[config.mk]
export PLATFORM = sky130hd
export DESIGN_NAME = sdram_arbit_flat
export DESIGN_NICKNAME = d
export VERILOG_FILES = /design/src/rtl/sdram_arbit_if.sv /design/src/rtl/sdram_arbit.sv /design/src/flat_wrapper.sv
export SDC_FILE = /design/constraint.sdc
export NUM_CORES = 1
export LEC_CHECK = 0
export CAP_MARGIN = 10
export CORE_ASPECT_RATIO = 2
export CORE_MARGIN = 2
export CORE_UTILIZATION = 36
export CTS_BUF_LIST = sky130_fd_sc_hd__clkbuf_16
export DETAILED_ROUTE_END_ITERATION = 10
export GPL_TIMING_DRIVEN = 1
export PLACE_DENSITY = 0.82
export SYNTH_ARGS = -nofsm -noshare
export SYNTH_HDL_FRONTEND = slang
export SYNTH_SLANG_ARGS = --single-unit
[constraint.sdc]
create_clock -name i_sclk -period 2.3 [get_ports i_sclk]
set_input_delay 0.46 -clock i_sclk [delete_from_list [all_inputs] [get_ports i_sclk]]
set_output_delay 0.46 -clock i_sclk [all_outputs]
set_load 0.01 [all_outputs]
[src/rtl/sdram_arbit_if.sv]
// rtl/sdram_arbit_if.sv - engine request/grant/command signals and SDRAM pins around the arbiter
interface sdram_arbit_if #(
  parameter int ADDR_W = 12,
  parameter int BANK_W = 2
);
  // init engine
  logic              init_end;
  logic [3:0]        init_cmd;
  logic [ADDR_W-1:0] init_addr;
  // auto-refresh engine
  logic              aref_req;
  logic              aref_end;
  logic [3:0]        aref_cmd;
  logic [ADDR_W-1:0] aref_addr;
  logic              aref_en;
  // write engine
  logic              wr_req;
  logic              wr_end;
  logic [3:0]        wr_cmd;
  logic [ADDR_W-1:0] wr_addr;
  logic [BANK_W-1:0] wr_bank;
  logic              wr_en;
  // read engine
  logic              rd_req;
  logic              rd_end;
  logic [3:0]        rd_cmd;
  logic [ADDR_W-1:0] rd_addr;
  logic [BANK_W-1:0] rd_bank;
  logic              rd_en;
  // SDRAM pins and status
  logic              sdram_cs_n;
  logic              sdram_ras_n;
  logic              sdram_cas_n;
  logic              sdram_we_n;
  logic [ADDR_W-1:0] sdram_addr;
  logic [BANK_W-1:0] sdram_bank;
  logic [2:0]        busy_state;
  logic              err_timeout;

  // arbiter side
  modport slave (
    input  init_end, init_cmd, init_addr,
    input  aref_req, aref_end, aref_cmd, aref_addr,
    input  wr_req, wr_end, wr_cmd, wr_addr, wr_bank,
    input  rd_req, rd_end, rd_cmd, rd_addr, rd_bank,
    output aref_en, wr_en, rd_en,
    output sdram_cs_n, sdram_ras_n, sdram_cas_n, sdram_we_n,
    output sdram_addr, sdram_bank, busy_state, err_timeout
  );

  // engines / pin observer side
  modport master (
    output init_end, init_cmd, init_addr,
    output aref_req, aref_end, aref_cmd, aref_addr,
    output wr_req, wr_end, wr_cmd, wr_addr, wr_bank,
    output rd_req, rd_end, rd_cmd, rd_addr, rd_bank,
    input  aref_en, wr_en, rd_en,
    input  sdram_cs_n, sdram_ras_n, sdram_cas_n, sdram_we_n,
    input  sdram_addr, sdram_bank, busy_state, err_timeout
  );
endinterface

[src/rtl/sdram_arbit.sv]
// rtl/sdram_arbit.sv - SDRAM command arbiter: init, refresh, write/read grant and pin mux
module sdram_arbit #(
  parameter int ADDR_W   = 12,
  parameter int BANK_W   = 2,
  parameter int BUSY_MAX = 2047
) (
  input  logic         i_sclk,
  input  logic         i_rst,
  sdram_arbit_if.slave io_bus
);

  localparam int              CNT_W   = (BUSY_MAX < 1) ? 1 : $clog2(BUSY_MAX + 1);
  localparam logic [CNT_W-1:0] CNT_MAX = CNT_W'(BUSY_MAX);
  localparam logic [3:0]      CMD_NOP = 4'b0111;

  typedef enum logic [2:0] {
    ST_INIT  = 3'd0,
    ST_ARBIT = 3'd1,
    ST_AREF  = 3'd2,
    ST_WRITE = 3'd3,
    ST_READ  = 3'd4
  } state_t;

  state_t            r_state;
  state_t            w_state_nxt;
  logic              r_aref_en;
  logic              r_wr_en;
  logic              r_rd_en;
  logic              r_last_rd;     // 1 = last write/read grant went to the reader
  logic [CNT_W-1:0]  r_busy_cnt;
  logic [CNT_W-1:0]  w_busy_inc;
  logic              r_err;
  logic              w_leave_arbit;
  logic              w_in_service;
  logic [3:0]        w_cmd;
  logic [ADDR_W-1:0] w_addr;
  logic [BANK_W-1:0] w_bank;

  // next-state: init first, then refresh, then write/read alternating on contention
  always_comb begin
    w_state_nxt = r_state;
    case (r_state)
      ST_INIT: begin
        if (io_bus.init_end) w_state_nxt = ST_ARBIT;
      end
      ST_ARBIT: begin
        if (io_bus.aref_req)                     w_state_nxt = ST_AREF;
        else if (io_bus.wr_req && io_bus.rd_req) w_state_nxt = r_last_rd ? ST_WRITE : ST_READ;
        else if (io_bus.wr_req)                  w_state_nxt = ST_WRITE;
        else if (io_bus.rd_req)                  w_state_nxt = ST_READ;
      end
      ST_AREF: begin
        if (io_bus.aref_end) w_state_nxt = ST_ARBIT;
      end
      ST_WRITE: begin
        if (io_bus.wr_end) w_state_nxt = ST_ARBIT;
      end
      ST_READ: begin
        if (io_bus.rd_end) w_state_nxt = ST_ARBIT;
      end
      default: w_state_nxt = ST_INIT;
    endcase
  end

  assign w_leave_arbit = (r_state == ST_ARBIT) && (w_state_nxt != ST_ARBIT);
  assign w_in_service  = (r_state == ST_AREF) || (r_state == ST_WRITE) || (r_state == ST_READ);
  assign w_busy_inc    = (r_busy_cnt == CNT_MAX) ? r_busy_cnt : r_busy_cnt + CNT_W'(1);

  // state register plus one-cycle grant pulses issued on the edge that leaves ARBIT
  always_ff @(posedge i_sclk) begin
    if (i_rst) begin
      r_state   <= ST_INIT;
      r_aref_en <= 1'b0;
      r_wr_en   <= 1'b0;
      r_rd_en   <= 1'b0;
      r_last_rd <= 1'b1;
    end else begin
      r_state   <= w_state_nxt;
      r_aref_en <= w_leave_arbit && (w_state_nxt == ST_AREF);
      r_wr_en   <= w_leave_arbit && (w_state_nxt == ST_WRITE);
      r_rd_en   <= w_leave_arbit && (w_state_nxt == ST_READ);
      if (w_leave_arbit && (w_state_nxt == ST_WRITE)) r_last_rd <= 1'b0;
      if (w_leave_arbit && (w_state_nxt == ST_READ))  r_last_rd <= 1'b1;
    end
  end

  // busy watchdog: restart on each grant, count while serving, sticky error at the limit
  always_ff @(posedge i_sclk) begin
    if (i_rst) begin
      r_busy_cnt <= '0;
      r_err      <= 1'b0;
    end else if (w_leave_arbit) begin
      r_busy_cnt <= '0;
    end else if (w_in_service) begin
      r_busy_cnt <= w_busy_inc;
      if (w_busy_inc == CNT_MAX) r_err <= 1'b1;
    end
  end

  // zero-latency mux of the owning engine's command onto the pins
  always_comb begin
    w_cmd  = CMD_NOP;
    w_addr = '0;
    w_bank = '0;
    case (r_state)
      ST_INIT: begin
        w_cmd  = io_bus.init_cmd;
        w_addr = io_bus.init_addr;
      end
      ST_AREF: begin
        w_cmd  = io_bus.aref_cmd;
        w_addr = io_bus.aref_addr;
      end
      ST_WRITE: begin
        w_cmd  = io_bus.wr_cmd;
        w_addr = io_bus.wr_addr;
        w_bank = io_bus.wr_bank;
      end
      ST_READ: begin
        w_cmd  = io_bus.rd_cmd;
        w_addr = io_bus.rd_addr;
        w_bank = io_bus.rd_bank;
      end
      default: begin
        w_cmd  = CMD_NOP;
        w_addr = '0;
        w_bank = '0;
      end
    endcase
  end

  assign io_bus.sdram_cs_n  = w_cmd[3];
  assign io_bus.sdram_ras_n = w_cmd[2];
  assign io_bus.sdram_cas_n = w_cmd[1];
  assign io_bus.sdram_we_n  = w_cmd[0];
  assign io_bus.sdram_addr  = w_addr;
  assign io_bus.sdram_bank  = w_bank;
  assign io_bus.aref_en     = r_aref_en;
  assign io_bus.wr_en       = r_wr_en;
  assign io_bus.rd_en       = r_rd_en;
  assign io_bus.busy_state  = r_state;
  assign io_bus.err_timeout = r_err;

endmodule

[src/flat_wrapper.sv]
// flat-port wrapper written by rule: the top's interface ports become plain ports
module sdram_arbit_flat 
#(
  parameter int ADDR_W   = 12,
  parameter int BANK_W   = 2,
  parameter int BUSY_MAX = 2047
)
  (i_sclk, i_rst, io_bus_init_end, io_bus_init_cmd, io_bus_init_addr, io_bus_aref_req, io_bus_aref_end, io_bus_aref_cmd, io_bus_aref_addr, io_bus_wr_req, io_bus_wr_end, io_bus_wr_cmd, io_bus_wr_addr, io_bus_wr_bank, io_bus_rd_req, io_bus_rd_end, io_bus_rd_cmd, io_bus_rd_addr, io_bus_rd_bank, io_bus_aref_en, io_bus_wr_en, io_bus_rd_en, io_bus_sdram_cs_n, io_bus_sdram_ras_n, io_bus_sdram_cas_n, io_bus_sdram_we_n, io_bus_sdram_addr, io_bus_sdram_bank, io_bus_busy_state, io_bus_err_timeout);
  sdram_arbit_if #(.ADDR_W(ADDR_W), .BANK_W(BANK_W)) io_bus_i ();
  input  logic i_sclk;
  input  logic i_rst;
  input wire logic [$bits(io_bus_i.init_end)-1:0] io_bus_init_end;
  input wire logic [$bits(io_bus_i.init_cmd)-1:0] io_bus_init_cmd;
  input wire logic [$bits(io_bus_i.init_addr)-1:0] io_bus_init_addr;
  input wire logic [$bits(io_bus_i.aref_req)-1:0] io_bus_aref_req;
  input wire logic [$bits(io_bus_i.aref_end)-1:0] io_bus_aref_end;
  input wire logic [$bits(io_bus_i.aref_cmd)-1:0] io_bus_aref_cmd;
  input wire logic [$bits(io_bus_i.aref_addr)-1:0] io_bus_aref_addr;
  input wire logic [$bits(io_bus_i.wr_req)-1:0] io_bus_wr_req;
  input wire logic [$bits(io_bus_i.wr_end)-1:0] io_bus_wr_end;
  input wire logic [$bits(io_bus_i.wr_cmd)-1:0] io_bus_wr_cmd;
  input wire logic [$bits(io_bus_i.wr_addr)-1:0] io_bus_wr_addr;
  input wire logic [$bits(io_bus_i.wr_bank)-1:0] io_bus_wr_bank;
  input wire logic [$bits(io_bus_i.rd_req)-1:0] io_bus_rd_req;
  input wire logic [$bits(io_bus_i.rd_end)-1:0] io_bus_rd_end;
  input wire logic [$bits(io_bus_i.rd_cmd)-1:0] io_bus_rd_cmd;
  input wire logic [$bits(io_bus_i.rd_addr)-1:0] io_bus_rd_addr;
  input wire logic [$bits(io_bus_i.rd_bank)-1:0] io_bus_rd_bank;
  output wire logic [$bits(io_bus_i.aref_en)-1:0] io_bus_aref_en;
  output wire logic [$bits(io_bus_i.wr_en)-1:0] io_bus_wr_en;
  output wire logic [$bits(io_bus_i.rd_en)-1:0] io_bus_rd_en;
  output wire logic [$bits(io_bus_i.sdram_cs_n)-1:0] io_bus_sdram_cs_n;
  output wire logic [$bits(io_bus_i.sdram_ras_n)-1:0] io_bus_sdram_ras_n;
  output wire logic [$bits(io_bus_i.sdram_cas_n)-1:0] io_bus_sdram_cas_n;
  output wire logic [$bits(io_bus_i.sdram_we_n)-1:0] io_bus_sdram_we_n;
  output wire logic [$bits(io_bus_i.sdram_addr)-1:0] io_bus_sdram_addr;
  output wire logic [$bits(io_bus_i.sdram_bank)-1:0] io_bus_sdram_bank;
  output wire logic [$bits(io_bus_i.busy_state)-1:0] io_bus_busy_state;
  output wire logic [$bits(io_bus_i.err_timeout)-1:0] io_bus_err_timeout;
  assign io_bus_i.init_end = io_bus_init_end;
  assign io_bus_i.init_cmd = io_bus_init_cmd;
  assign io_bus_i.init_addr = io_bus_init_addr;
  assign io_bus_i.aref_req = io_bus_aref_req;
  assign io_bus_i.aref_end = io_bus_aref_end;
  assign io_bus_i.aref_cmd = io_bus_aref_cmd;
  assign io_bus_i.aref_addr = io_bus_aref_addr;
  assign io_bus_i.wr_req = io_bus_wr_req;
  assign io_bus_i.wr_end = io_bus_wr_end;
  assign io_bus_i.wr_cmd = io_bus_wr_cmd;
  assign io_bus_i.wr_addr = io_bus_wr_addr;
  assign io_bus_i.wr_bank = io_bus_wr_bank;
  assign io_bus_i.rd_req = io_bus_rd_req;
  assign io_bus_i.rd_end = io_bus_rd_end;
  assign io_bus_i.rd_cmd = io_bus_rd_cmd;
  assign io_bus_i.rd_addr = io_bus_rd_addr;
  assign io_bus_i.rd_bank = io_bus_rd_bank;
  assign io_bus_aref_en = io_bus_i.aref_en;
  assign io_bus_wr_en = io_bus_i.wr_en;
  assign io_bus_rd_en = io_bus_i.rd_en;
  assign io_bus_sdram_cs_n = io_bus_i.sdram_cs_n;
  assign io_bus_sdram_ras_n = io_bus_i.sdram_ras_n;
  assign io_bus_sdram_cas_n = io_bus_i.sdram_cas_n;
  assign io_bus_sdram_we_n = io_bus_i.sdram_we_n;
  assign io_bus_sdram_addr = io_bus_i.sdram_addr;
  assign io_bus_sdram_bank = io_bus_i.sdram_bank;
  assign io_bus_busy_state = io_bus_i.busy_state;
  assign io_bus_err_timeout = io_bus_i.err_timeout;
  sdram_arbit #(.ADDR_W(ADDR_W), .BANK_W(BANK_W), .BUSY_MAX(BUSY_MAX)) u_core (.i_sclk(i_sclk), .i_rst(i_rst), .io_bus(io_bus_i));
endmodule
==> results of run 1 <==
==> tightest hold or removal path: cells and delay by family, from the launching register on <==
kind	cells	cell delay (ns)
compound gates	1	0.05
flops	1	0.35
simple gates	1	0.07
==> repair_timing <==
item / CTS / global route
cloned: 0 / 0
setup endpoints to repair: 18 / 9
gates resized for setup: 14 / 10
endpoints found under the hold margin: 0 / 0
==> per-layer routing <==
metal | vias to the layer above | GRT usage [%] | routed length (um)
li1 | 991 | - | -
met1 | 942 | 23.5 | 2030
met2 | 106 | 47.6 | 3300
met3 | 4 | 6.77 | 535
met4 | 0 | 4.57 | 62
met5 | - | 0 | 0
==> flip-flops by register name (all words and copies together), names as in the netlist <==
| signal | flops |
|---|---|
| u_core.io_bus.err_timeout | 1 |
| u_core.io_bus.aref_en | 1 |
| u_core.r_last_rd | 1 |
| u_core.r_busy_cnt | 11 |
| u_core.io_bus.rd_en | 1 |
| u_core.io_bus.busy_state | 3 |
| u_core.io_bus.wr_en | 1 |
==> logic make-up after synthesis <==
kind of cell,Yosys count,share of synthesized area [%]
fa+ha+maj,1,0.801
flops,19,24.4
compound gates,59,24.2
xor+xnor,5,2.80
simple gates,96,31.4
mux,19,12.4
buf+inv,13,4.01
==> per-stage QoR <==
stage | util, % | instance area, um^2 | worst slack (ns) | hold WS [ns] | instances
after floorplan | - | 1560 | 0.280 | 0.477 | 212
after global placement | 66.0 | 2730 | -0.0393 | 0.455 | 371
after detailed placement | 66.0 | 2730 | -0.0685 | 0.460 | 371
after CTS | 68.1 | 2810 | 0.000546 | 0.505 | 375
after global routing | 68.7 | 2840 | 0.0445 | 0.514 | 375
final | 68.7 | 2840 | 0.143 | 0.498 | 375
==> cell type report <==
class,instances,area [um^2]
multi-input cells,180,1130
well taps,52,65.1
fillers,349,1290
repair buffers,119,1180
inverters,1,3.75
clock buffers,3,75.1
clock inverters,1,5.00
flip-flops and latches,19,383
==> worst min-delay path by stage <==
stage / start / to / slack (ns)
finish: u_core.io_bus.err_timeout / u_core.io_bus.err_timeout / 0.50
global route: u_core.io_bus.err_timeout / u_core.io_bus.err_timeout / 0.51
CTS: u_core.io_bus.err_timeout / u_core.io_bus.err_timeout / 0.50
detailed placement: u_core.io_bus.err_timeout / u_core.io_bus.err_timeout / 0.46
global placement: u_core.io_bus.err_timeout / u_core.io_bus.err_timeout / 0.45
floorplan: u_core.r_last_rd / u_core.r_last_rd / 0.48
==> cell usage in the layout (no fill, tap or decap), types with 2 or more instances in the layout <==
master and instances:
buf_6 2, nand3_1 6, a21oi_1 19, and2_1 4, dfxtp_2 2, and4_1 2
nor3b_1 2, a211o_1 3, o22ai_1 2, mux2i_1 16, and3_1 3, o211ai_1 3
nor2_1 33, o21ai_0 13, mux2_2 3, nand4_1 4, nand2_1 24, clkbuf_16 3
a21boi_0 4, dlygate4sd2_1 9, nand2b_1 4, dlymetal6s2s_1 9, dfxtp_1 17, a22o_1 2
nor3_1 4, nor3_2 2, xor2_1 4, clkdlybuf4s50_1 83, buf_4 15
==> cell usage after synthesis, types with 2 or more instances <==
cell type	instances
nor3_2	2
and3_1	3
buf_2	5
a22o_1	2
nand2b_1	4
o22ai_1	3
a211o_1	3
nand4_1	4
nand3_1	6
nor3_1	4
clkbuf_1	6
o211ai_1	3
nor3b_1	2
mux2_2	3
a21boi_0	4
o21ai_0	13
xor2_1	4
dfxtp_1	19
nand2_1	24
and4_1	2
mux2i_1	16
a21oi_1	19
nor2_1	34
and2_1	4
==> power groups by stage <==
| stage | clock (uW) | combinational, uW | sequential (uW) |
|---|---|---|---|
| finish | 358 | 442 | 347 |
| global route | 375 | 478 | 347 |
| CTS | 362 | 448 | 346 |
| detailed placement | 0 | 456 | 352 |
| global placement | 0 | 450 | 352 |
| floorplan | 0 | 176 | 353 |
==> impl_metrics.csv, run 1 <==
group,metric,value,unit
hold_path,holdPathStages,2,
clock_network,post_cts_buffers,0,
drt,post-route-drc-count,0,
drt,antenna_left,0,
sta,hold_viol,0,
power,irDropWorstVdd,0.000425,V
drt,num_vias,2043,
power,p_comb_share,38.6,%
worst_setup_path,rr_worst_depth,6,
finish,drive_gt1_share,11.5,%
worst_setup_path,worst-path-buf-inv,2,
clock_network,clock_latency,0.25,ns
drt,first_iter_violations,47,
yosys,synth-edff-count,0,
yosys,async_flop_share,0,%
finish,area_growth_syn_to_layout,81.7,%
worst_setup_path,cp_top_family,"buffers and inverters",
clock_network,path_clk_slew,0.06,ns
die,initial_core_util,37.8,%
finish,fin_nets,402,
sta,finalMaxSlewViolations,0,
die,ios,102,
yosys,syn-mean-instance-area,7.37,um^2
power,power,1150,uW
drt,wire_per_inst,15.8,um
worst_setup_path,crit_arrival,1.70,ns
worst_setup_path,endpoint,"io_bus_sdram_ras_n",
sta,setup_viol,0,
yosys,netlist_instances,212,
yosys,ys_warn_count,0,
die,num_rows,33,
sta,tightest_slew,0.532,ns
sta,layout_worst_path_cycle_share,93.8,%
sta,rsz0062_at_grt,"no",
yosys,syn_nets,290,
worst_setup_path,cp_num_cells,5,
yosys,synthFlopType,"dfxtp_1",
worst_setup_path,reg2reg_from,"u_core.r_busy_cnt[0]",
worst_setup_path,crit_required,1.84,ns
global_routing,overflow,0,
die,die_h,97.1,um
die,die_area,0.00491,mm^2
yosys,synth_area_leaders,"dfxtp_1 24%, mux2i_1 10%, nor2_1 8.2%",
flow_run,maxCapViolations,0,
worst_setup_path,cpPeakStageDelay,0.41,ns
power,switching_share,27.1,%
drt,firstDrtPassIters,4,
clock_network,cts_inserted_buffers,3,
global_routing,antenna_found_initial,0,
worst_setup_path,cp-startpoint,"u_core.io_bus.busy_state[1]",
sta,slew_headroom,64.3,%
clock_network,h-tree-depth,1,
yosys,synth_cell_types,47,
sta,period_minus_slack,2.16,ns
run_status,status,"completed",
worst_setup_path,critPathKind,"reg2out",
clock_network,cts_tree,"done",
worst_setup_path,path_cells,"buf_6, mux2_2, o22ai_1, a21oi_1, dlygate4sd2_1",
worst_setup_path,slowest_stage,"dfxtp_2",
worst_setup_path,startpoint_type,"flop",
placed_design,place_hpwl,4770,um
power,clkPwrFrac,31.2,%
global_routing,grt_use_total,24.0,%
yosys,ys_ff_latch,19,
yosys,synth_area_leader_cell,"dfxtp_1",
die,core_area,0.00413,mm^2
drt,via_per_inst,5.45,
power,power_density,404,mW/mm^2
worst_setup_path,reg2reg_slack,0.18,ns
die,die_w,50.6,um
clock_network,cts_buffer_depth,2,
clock_network,cts.sink_count,19,
power,power.leakage,0.00114,uW
drt,wl,5930,um
clock_network,postCtsHoldBufs,0,
power,pwr-share-seq,30.2,%
worst_setup_path,end_kind,"primary output",
worst_setup_path,r2r-end,"u_core.io_bus.err_timeout",
power,switchingPower,311,uW
global_routing,grt_pass1_wl,9480,um
placed_design,io_buffers,101,
finish,insertedDiodeCount,0,
worst_setup_path,cp_max_fo,9,
hold_path,hold_class,"reg2reg",
power,intPower,835,uW
yosys,ys_seq_area_share,24.4,%
global_routing,grt_pass1_vias,2090,
placed_design,gp_congestion,0.845,
sta,fmax,464,MHz
sta,fin_skew,0.00175,ns
global_routing,grt_max_degree,22,
clock_network,root_buffer,"clkbuf_16",
yosys,netlist.area_leader.share,24.4,%
sta,fin_tns_setup,0,ns
yosys,syn_area,0.00156,mm^2
No activity file was read; power rests on OpenSTA's default activity.
==> run 2, diff against run 1 <==
CAP_MARGIN = 20   (was 10)
CORE_UTILIZATION = 39   (was 36)
GPL_TIMING_DRIVEN = 0   (was 1)
PLACE_DENSITY = 0.88   (was 0.82)
clock period = 2.7 ns   (was 2.3 ns; I/O delays follow)
==> run 2 against run 1 <==
Register-to-register slack improved by 0.46 ns. Routed wire length decreased by 0.69%. Worst setup slack got worse by 0.040 ns. Clock power decreased by 14%. Critical endpoint is now io_bus_sdram_addr[0]. Clock skew about the same. Critical path depth increased by 3. Count of clock-buffer cells in the layout unchanged.
==> impl_metrics.csv, run 2 (synthesis results as in run 1) <==
group,metric,value,unit
die,num_rows,32,
worst_setup_path,startpoint_type,"flop",
sta,fin_skew,0.00207,ns
global_routing,overflow,0,
sta,whs,0.495,ns
power,power,981,uW
finish,area_growth_syn_to_layout,77.8,%
placed_design,io_buffers,101,
die,initial_core_util,40.6,%
sta,layout_worst_path_cycle_share,96.2,%
drt,wl,5890,um
die,ios,102,
placed_design,place_hpwl,4730,um
finish,largest_register_ffs,11,
finish,drive_gt1_share,8.52,%
die,die_area,0.00456,mm^2
die,die_w,48.7,um
sta,finalMaxSlewViolations,0,
worst_setup_path,crit_arrival,2.06,ns
clock_network,cts_inserted_buffers,3,
placed_design,gp_congestion,0.938,
clock_network,postCtsHoldBufs,0,
clock_network,root_buffer,"clkbuf_16",
clock_network,cts_buffer_depth,2,
die,core_area,0.00384,mm^2
flow_run,maxCapViolations,0,
worst_setup_path,cp_max_fo,10,
drt,wire_per_inst,16.0,um
power,power.leakage,0.00107,uW
drt,num_vias,2033,
global_routing,grt_max_degree,11,
finish,fin_nets,396,
global_routing,grt_pass1_wl,9680,um
global_routing,grt_use_total,27.2,%
drt,via_per_inst,5.52,
sta,setup_viol,0,
placed_design,place_area,0.00264,mm^2
sta,fmax,385,MHz
finish,insertedDiodeCount,0,
clock_network,h-tree-depth,1,
clock_network,path_clk_slew,0.05,ns
die,die_h,93.5,um
placed_design,dpl_worst_slack,-0.0769,ns
power,power_density,353,mW/mm^2
global_routing,grt_pass1_vias,2110,
drt,first_iter_violations,43,
sta,period_minus_slack,2.60,ns
finish,final_cell_mix,"93 x clkdlybuf4s50_1, 33 x nor2_1, 24 x nand2_1, 19 x a21oi_1, 18 x dfxtp_1",
sta,setup_ws,0.103,ns
finish,regMostFlops,"u_core.r_busy_cnt",
sta,fin_tns_setup,0,ns
hold_path,hold_class,"reg2reg",
power,irDropWorstVdd,0.000298,V
worst_setup_path,critPathKind,"reg2out",
clock_network,cts.sink_count,19,
worst_setup_path,reg2reg_from,"u_core.r_busy_cnt[0]",
hold_path,hp-start,"u_core.io_bus.err_timeout",
clock_network,cts_tree,"done",
sta,slew_headroom,62.5,%
finish,final_common_cell,"clkdlybuf4s50_1",
sta,rsz0062_at_grt,"yes",
global_routing,antenna_found_initial,0,
drt,post-route-drc-count,0,
drt,antenna_left,0,
worst_setup_path,crit_required,2.16,ns
drt,firstDrtPassIters,4,
finish,final_area,0.00278,mm^2
sta,tightest_slew,0.559,ns
worst_setup_path,end_kind,"primary output",
sta,hold_viol,0,
worst_setup_path,cp-startpoint,"u_core.io_bus.busy_state[1]",
run_status,status,"completed",
clock_network,clock_latency,0.25,ns
-- run 2: where the power goes --
group	internal, uW	total, uW	switching, uW
Sequential	287	294	6.72
Combinational	225	379	153
Clock	197	308	110
Total	710	981	271
-- run 2: area by class of cell --
type / instances / area, um^2
Clock inverter: 1 / 3.75
Fill cell: 300 / 1070
Multi-Input combinational cell: 180 / 1130
Tap cell: 51 / 63.8
Sequential cell: 19 / 382
Clock buffer: 3 / 75.1
Buffer: 12 / 83.8
Timing Repair Buffer: 101 / 1030
Inverter: 1 / 3.75
-- run 2: metrics by stage --
step / utilization (%) / cells
6_report: 72.2 / 368
5_1_grt: 72.2 / 368
4_1_cts: 71.5 / 368
3_5_place_dp: 68.6 / 364
3_3_place_gp: 68.6 / 364
2_1_floorplan: - / 212
-- run 2: repair_timing --
action                                  4_1_cts  5_1_grt
endpoints found under the setup margin       13       13
resized for setup                            13       12
buffers inserted                              0        0
-- run 2: critical path, stage by stage, from the launching register on --
cell	delay [ns]
dfxtp_1	0.32
buf_4	0.18
buf_6	0.18
buf_6	0.18
mux2i_1	0.20
nor2_1	0.05
a21oi_1	0.10
o21ai_0	0.08
clkdlybuf4s50_1	0.50
-- run 2: final timing paths --
kind,endpoint,depth (start not counted),slack [ns]
min,u_core.io_bus.err_timeout,2,0.49
max,io_bus_sdram_addr[0],8,0.10
min reg2reg,u_core.io_bus.err_timeout,2,0.49
max reg2reg,u_core.io_bus.err_timeout,7,0.64
-- run 2: per-layer routing --
layer / wire length, um / part of all wire [%] / vias up / global-route usage, %
li1: - / - / 977 / -
met1: 2100 / 36 / 930 / 27.5
met2: 3130 / 53 / 111 / 52.2
met3: 562 / 9.5 / 15 / 8.15
met4: 95 / 1.6 / 0 / 8.10
met5: 0 / 0 / - / 0
==> run 3, diff against run 2 <==
CTS_CLUSTER_SIZE = 10   (was unset)
clock period = 3.1 ns   (was 2.7 ns; I/O delays follow)
==> run 3 against run 2 <==
Non-clock buffer count unchanged. Worst hold slack gained 0.00056 ns. Global-route usage down 0.10 points. First-iteration DRC count is 19% higher. Critical path type unchanged. Critical path depth is the same. Via count fell by 0.93%. Die area stayed put. Combinational power is 13% lower.
==> impl_metrics.csv, run 3 (synthesis results as in run 1) <==
group,metric,value,unit
clock_network,h-tree-depth,1,
finish,regMostFlops,"u_core.r_busy_cnt",
flow_run,maxCapViolations,0,
power,power_density,313,mW/mm^2
sta,fin_tns_setup,0,ns
global_routing,grt_max_degree,11,
worst_setup_path,critPathKind,"reg2out",
sta,period_minus_slack,2.92,ns
global_routing,overflow,0,
die,die_area,0.00456,mm^2
clock_network,cts_inserted_buffers,3,
sta,slew_headroom,61.5,%
drt,num_vias,2014,
clock_network,root_buffer,"clkbuf_16",
hold_path,hold_class,"reg2reg",
finish,insertedDiodeCount,0,
sta,tightest_slew,0.573,ns
die,die_w,48.7,um
sta,layout_worst_path_cycle_share,94.1,%
drt,wire_per_inst,16.0,um
drt,wl,5870,um
die,core_area,0.00384,mm^2
drt,post-route-drc-count,0,
sta,setup_ws,0.184,ns
finish,fill_cells,314,
clock_network,cts.sink_count,19,
placed_design,io_buffers,101,
placed_design,place_area,0.00264,mm^2
global_routing,grt_pass1_vias,2098,
finish,largest_register_ffs,11,
finish,drive_gt1_share,7.57,%
sta,setup_viol,0,
clock_network,path_clk_slew,0.05,ns
worst_setup_path,crit_arrival,2.30,ns
sta,fmax,343,MHz
finish,final_area,0.00273,mm^2
worst_setup_path,cp_max_fo,10,
global_routing,grt_pass1_wl,9650,um
drt,first_iter_violations,51,
placed_design,place_hpwl,4730,um
drt,via_per_inst,5.47,
drt,antenna_left,0,
finish,final_common_cell,"clkdlybuf4s50_1",
drt,firstDrtPassIters,4,
global_routing,antenna_found_initial,0,
clock_network,clock_latency,0.25,ns
clock_network,cts_tree,"done",
sta,rsz0062_at_grt,"no",
global_routing,grt_use_total,27.1,%
run_status,status,"completed",
sta,hold_viol,0,
sta,fin_skew,0.00156,ns
worst_setup_path,startpoint_type,"flop",
finish,multi_input_area,0.00112,mm^2
power,power.leakage,0.000978,uW
die,num_rows,32,
finish,final_cell_mix,"101 x clkdlybuf4s50_1, 34 x nor2_1, 24 x nand2_1, 19 x a21oi_1, 19 x dfxtp_1",
placed_design,gp_congestion,0.938,
clock_network,post_cts_buffers,0,
die,ios,102,
placed_design,dpl_worst_slack,0.243,ns
finish,seq_area,380,um^2
worst_setup_path,end_kind,"primary output",
power,irDropWorstVdd,0.000266,V
die,die_h,93.5,um
finish,fin_nets,396,
die,initial_core_util,40.6,%
finish,area_growth_syn_to_layout,74.5,%
sta,finalMaxSlewViolations,0,
clock_network,cts_buffer_depth,2,
worst_setup_path,crit_required,2.48,ns
## run 3: changes by cell type in the layout (fill, tap and decap cells not counted), moves of 2 or more
cell and change:
clkdlybuf4s50_1 +8, dlymetal6s2s_1 -8, buf_6 -2, clkbuf_2 +2
## run 3: power breakdown
group	total (uW)	internal, uW	switching (uW)
combinational	330	197	132
clock	268	172	96.1
sequential	256	250	5.90
## run 3: area by class of cell
cell class | count | area share, %
multi-input cells | 180 | 41.0
repair buffers | 101 | 37.1
flip-flops and latches | 19 | 14.0
clock buffers | 3 | 2.75
plain buffers | 12 | 2.53
well taps | 51 | 2.34
clock inverters | 1 | 0.138
inverters | 1 | 0.138
## run 3: worst max-delay path, cell delays in order (launching register included)
cell and delay [ns]:
dfxtp_1 0.32, buf_2 0.20, clkbuf_4 0.27, buf_4 0.24
mux2i_1 0.20, nor2_1 0.05, a21oi_1 0.14, o21ai_0 0.11
clkdlybuf4s50_1 0.50
## run 3: per-stage QoR
stage                     util, %  instances  hold slack (ns)  power (uW)
after global routing         70.9        368            0.509         889
after CTS                    70.7        368            0.497         851
after detailed placement     68.6        364            0.458         586
final                        70.9        368            0.495         854
after floorplan                 -        212            0.477         392
after global placement       68.6        364            0.457         583
## run 3: what timing repair did
item | in CTS | in global routing
gates resized for setup | 1 | 9
setup endpoints to repair | 4 | 12
hold buffers | 0 | 0
pin swaps | 0 | 0
## run 3: per-layer routing
layer  up-vias  track usage, %  share of wire (%)
li1        977               -                  -
met4         0            7.38                1.2
met3         9            7.99                9.7
met1       923            27.4                 35
met2       105            52.4                 54
met5         -               0                  0
## run 3: final timing paths
kind              cells past startpoint                         to  slack, ns                   startpoint
setup / recovery                      8       io_bus_sdram_addr[8]       0.18  u_core.io_bus.busy_state[1]
hold reg to reg                       2  u_core.io_bus.err_timeout       0.50    u_core.io_bus.err_timeout
setup reg to reg                      7  u_core.io_bus.err_timeout       1.03         u_core.r_busy_cnt[0]
hold / removal                        2  u_core.io_bus.err_timeout       0.50    u_core.io_bus.err_timeout
